**src/rtl/pc_gen.sv**
```systemverilog
// Fetch-stage program-counter generator: BOOT/RUN/HALTED control, redirect/trap
// selection, valid/ready handshake and a saturating accepted-fetch counter.
// Optional misaligned-redirect trapping is enabled with PC_GEN_MISALIGN_TRAP_EN.
module pc_gen #(
    parameter int unsigned         XLEN        = 32,
    parameter logic [XLEN-1:0]     RESET_VEC   = 32'hBFC0_0000,
    parameter logic [XLEN-1:0]     TRAP_VEC    = 32'hBFC0_0380,
    parameter int unsigned         INSTR_BYTES = 4,
    parameter int unsigned         BOOT_CYCLES = 1,
    parameter int unsigned         COUNT_W     = 32
) (
    input  logic               clk,
    input  logic               rst,
    input  logic               pc_ready,
    input  logic               redirect_valid,
    input  logic [XLEN-1:0]    redirect_target,
    input  logic               trap_req,
    input  logic               halt_req,
    input  logic               resume,
    output logic [XLEN-1:0]    pc,
    output logic               pc_valid,
    output logic [XLEN-1:0]    pc_plus,
    output logic               halted,
    output logic [COUNT_W-1:0] fetch_count,
    output logic               misalign_err
);

    typedef enum logic [1:0] {
        BOOT   = 2'd0,
        RUN    = 2'd1,
        HALTED = 2'd2
    } state_t;

    localparam logic [XLEN-1:0] ALIGN_MASK = ~(XLEN'(INSTR_BYTES - 1));
    localparam logic [3:0]      BOOT_LAST  = 4'(BOOT_CYCLES - 1);

    state_t          state, state_next;
    logic [3:0]      boot_cnt, boot_next;
    logic [XLEN-1:0] pc_next;
    logic [XLEN-1:0] redirect_pc;
    logic            misaligned;
    logic            redirect_take;
    logic            fire;

    assign pc_valid = (state == RUN);
    assign halted   = (state == HALTED);
    assign pc_plus  = pc + XLEN'(INSTR_BYTES);
    assign fire     = pc_valid && pc_ready;

    // A redirect only lands when the state accepts it and no trap outranks it.
    assign redirect_take = redirect_valid && !trap_req && (state == RUN || state == HALTED);
    assign misaligned    = |(redirect_target & ~ALIGN_MASK);

`ifdef PC_GEN_MISALIGN_TRAP_EN
    assign redirect_pc = misaligned ? TRAP_VEC : (redirect_target & ALIGN_MASK);
`else
    assign redirect_pc = redirect_target & ALIGN_MASK;
`endif

    // NOTE: every always_comb output gets a default first so no path infers a latch.
    always_comb begin
        state_next = state;
        pc_next    = pc;
        boot_next  = boot_cnt;
        case (state)
            BOOT: begin
                boot_next = boot_cnt + 4'd1;
                if (boot_cnt == BOOT_LAST) state_next = RUN;
            end
            RUN: begin
                if (trap_req)            pc_next = TRAP_VEC;
                else if (redirect_valid) pc_next = redirect_pc;
                else if (pc_ready)       pc_next = pc_plus;
                if (halt_req && !trap_req) state_next = HALTED;
            end
            HALTED: begin
                if (trap_req) begin
                    pc_next    = TRAP_VEC;
                    state_next = RUN;
                end else if (redirect_valid) begin
                    pc_next    = redirect_pc;
                    state_next = RUN;
                end else if (resume) begin
                    state_next = RUN;
                end
            end
            default: state_next = BOOT;
        endcase
    end

    // NOTE: sequential state uses non-blocking assignments only.
    always_ff @(posedge clk) begin
        if (rst) begin
            state    <= BOOT;
            pc       <= RESET_VEC;
            boot_cnt <= 4'd0;
        end else begin
            state    <= state_next;
            pc       <= pc_next;
            boot_cnt <= boot_next;
        end
    end

    // Saturating counter: sticks at all-ones instead of wrapping.
    always_ff @(posedge clk) begin
        if (rst)
            fetch_count <= '0;
        else if (fire && (fetch_count != {COUNT_W{1'b1}}))
            fetch_count <= fetch_count + COUNT_W'(1);
    end

`ifdef PC_GEN_MISALIGN_TRAP_EN
    always_ff @(posedge clk) begin
        if (rst) misalign_err <= 1'b0;
        else     misalign_err <= redirect_take && misaligned;
    end
`else
    assign misalign_err = 1'b0;
`endif

endmodule

```
**config.mk**
```make
export PLATFORM = sky130hd
export DESIGN_NAME = pc_gen
export DESIGN_NICKNAME = d
export VERILOG_FILES = /design/src/rtl/pc_gen.sv
export SDC_FILE = /design/constraint.sdc
export NUM_CORES = 1
export LEC_CHECK = 0
export ABC_AREA = 1
export BUFFER_PORTS_ARGS = -buffer_cell sky130_fd_sc_hd__buf_2
export CORE_AREA = 2 2 121 123
export CTS_CLUSTER_DIAMETER = 100
export DETAILED_ROUTE_END_ITERATION = 8
export DIE_AREA = 0 0 123 125
export GPL_TIMING_DRIVEN = 0
export SLEW_MARGIN = 10
export SYNTH_ARGS = -nofsm -noshare
export SYNTH_HDL_FRONTEND = slang
export SYNTH_SLANG_ARGS = --single-unit
```
**constraint.sdc**
```tcl
create_clock -name clk -period 2.02 [get_ports clk]
set_input_delay 0.303 -clock clk [delete_from_list [all_inputs] [get_ports clk]]
set_output_delay 0.303 -clock clk [all_outputs]
set_load 0.05 [all_outputs]
```
==> run metrics <==
die height 125 microns; First-pass DRT Iterations 5; io pins 138; full die area 0.01538 sq mm; top cell type's share of synthesized area 0.2835; maxcap violations 0; Die W 123 microns; Post-Syn Instances 797; hold depth 3; clock root cell clkbuf_16; P_leak 3.081 nW; final hold violations 0; slew margin rel. 0.5612; Vias/cell 4.949; number of global-route vias before repair 5,305; WL/cell 15.20 microns; Synth Cell Area 0.004802 sq mm; CP max stage cell dfxtp_4; startpoint class of the critical path flip-flop; Post-synth EDFFs 0; critical path class flip-flop to primary output; sequential group share of total power 0.245; crit path capture type primary output; RSZ-0062 raised after global routing yes; dominant synthesized flop cell dfxtp_1; syn avg cell area 6.025 sq um; pin count of the biggest net entering global routing 12; Layout Skew 0.004916 ns; Seq cells post-synth 68; placed wire-length estimate 13,160 microns; Post-DRT Antenna Nets 0; Comb power frac 0.573; DRT iter0 DRCs 457; Clock Path Buffers 2; total CTS buffers 9; layout cell share with drive strength beyond 1 0.3459; worst-case reg-to-reg path depth 11; CTS tree built; VDD IR max 587.5 uV; Port Buffers 129; worst path arrival time 1.81 ns; switching share of power 0.5127; Worst-Margin Slew 0.6582 ns; initial antenna violation count 1; Final setup viols 12; cell row count 44; Starting Density 0.3381; All-Layer GR Usage 0.2289; Synth-to-Final Area Change 45.94%; main area contributors after synthesis dfxtp_1 (28%), nand2_1 (21%), nor2_1 (9.5%); Final nets 1,025; total design power 8.581 mW; vias 5,780; failing checks negative setup slack; fin crit period 2.115 ns; FMAX 472.7 MHz; crit path max fanout 4; Congestion Overflow GR 0; Clock power frac 0.181; internal power 4.182 mW; CP required 1.72 ns; CP cell instances clkinvlp_4, nor2_4, buf_6, inv_4, nor2_4, nand2_1, nand2_2, nand2_2, buf_8; final slew viol count 0; number of synthesis warnings 0; Yosys top cell by area dfxtp_1; # DRC 0; register area share after synthesis 0.2835; number of H-tree levels 3; Post-synth ARST share 0; run status finished with violations; Worst path max stage delay 0.38 ns; Hold Path Class input pin to flip-flop; Worst-path clk slew 0.06 ns; Tcrit/Tclk final 1.047; Final Instance Area 0.007008 sq mm; first-pass GRT wire length 27,390 microns; Sw Pwr 4.399 mW; worst skew pair latency 0.34 ns; Yosys cell types 41; pwr/cell area 1225 mW/mm^2; setup ws final -0.09530 ns; WL final 17,760 microns; clk sink count 68; area post-placement 0.005913 sq mm; Placement Setup Slack -0.1918 ns; core footprint 0.01420 sq mm; Placer Congestion 0.9187
[worst max-delay path, delay by kind of cell (launching register included)]
family	cells	cell delay [ns]
buf+inv	4	0.43
flops	1	0.38
simple gates	5	0.65
[worst paths after layout]
| kind | from | to | slack (ns) |
|---|---|---|---|
| min reg2reg | fetch_count[0]$_SDFFE_PP0P_ | fetch_count[0]$_SDFFE_PP0P_ | 0.46 |
| max reg2reg | state[0]$_SDFFE_PP0P_ | pc[2]$_SDFFE_PP0P_ | 0.14 |
| max | pc[2]$_SDFFE_PP0P_ | pc_plus[29] | -0.1 |
| min | redirect_target[9] | pc[9]$_SDFFE_PP0P_ | 0.23 |
[final cells by class]
cell class,count,area (sq um)
inverters,62,241.5
well taps,184,230.2
repair buffers,166,1112
multi-input cells,640,3506
flip-flops and latches,68,1438
diodes,1,2.502
clock buffers,10,229.0
clock inverters,6,55.05
plain buffers,31,193.9
fillers,1481,7196
[synth_stat cells (2+ instances only)]
| library cell | instances |
|---|---|
| o21ai_1 | 5 |
| ha_1 | 8 |
| nor3_1 | 15 |
| nor4_1 | 2 |
| nand2_1 | 268 |
| xnor2_1 | 8 |
| nand3b_1 | 8 |
| or2_2 | 2 |
| a21oi_2 | 11 |
| dfxtp_1 | 68 |
| buf_2 | 6 |
| o21ai_0 | 33 |
| nand3_1 | 30 |
| clkbuf_1 | 16 |
| nand2_2 | 5 |
| buf_6 | 2 |
| inv_1 | 60 |
| o21bai_1 | 5 |
| inv_2 | 2 |
| nor2_1 | 121 |
| nor3b_1 | 3 |
| o211ai_1 | 2 |
| nand4_1 | 5 |
| buf_4 | 5 |
| and2_1 | 2 |
| xor2_1 | 18 |
| nor2_2 | 8 |
| a21oi_1 | 63 |
| nor2_4 | 4 |
[kinds of logic after synthesis]
kind of cell	after synthesis	synth area share
adder cells (fa/ha/maj)	8	0.02085
buffers and inverters	93	0.08364
AO/OA/AOI/OAI	123	0.1425
AND/OR/NAND/NOR	478	0.4213
XOR/XNOR	26	0.04742
other	1	0.0007809
flip-flops	68	0.2835
[through the flow]
stage          setup TNS, ns  cells    util  hold slack (ns)
2_1_floorplan        -0.1569    801       -           0.4777
3_3_place_gp          -3.241   1114  0.4163           0.4854
3_5_place_dp          -3.380   1114  0.4163           0.4869
4_1_cts              -0.7240   1157  0.4746           0.2193
5_1_grt               -1.566   1168  0.4934           0.2328
6_report             -0.5736   1168  0.4934           0.2326
[flip-flops by register name (all words and copies together) (netlist names)]
register / flops
pc: 30
fetch_count: 32
boot_cnt: 4
state: 2
[layer usage]
| layer | share of wire | GRT usage |
|---|---|---|
| met5 | 0 | 0 |
| met4 | 0.027 | 0.09425 |
| met1 | 0.43 | 0.2935 |
| met3 | 0.062 | 0.04197 |
| met2 | 0.48 | 0.3757 |
[repair_timing]
action / CTS / global route
resized for setup: 105 / 65
endpoints found under the setup margin: 54 / 76
pin swaps: 28 / 28
hold buffers: 0 / 0
setup buffers: 27 / 13
[power groups by stage]
stage / clock network [mW] / logic, mW / registers [mW]
after floorplan: 0 / 2.46 / 2.78
after global placement: 0 / 4.18 / 2.10
after detailed placement: 0 / 4.20 / 2.10
after CTS: 1.60 / 4.68 / 2.08
after global routing: 1.66 / 5.24 / 2.15
final: 1.55 / 4.92 / 2.11
[placed cells by master, fill, tap and decap left out, drive strengths merged, types with 2 or more instances in the layout]
cell and n:
or2 2, inv 61, a21oi 74, o211ai 2
and2 2, xnor2 8, xor2 18, nand3b 8
clkinvlp 2, nor4 2, nor3b 3, clkinv 4
nor2 133, nand3 30, nand2 275, ha 8
dfxtp 68, buf 180, conb 5, clkbuf 27
o21ai 38, nand4 5, nor3 16, o21bai 5
No activity file was read; power rests on OpenSTA's default activity.
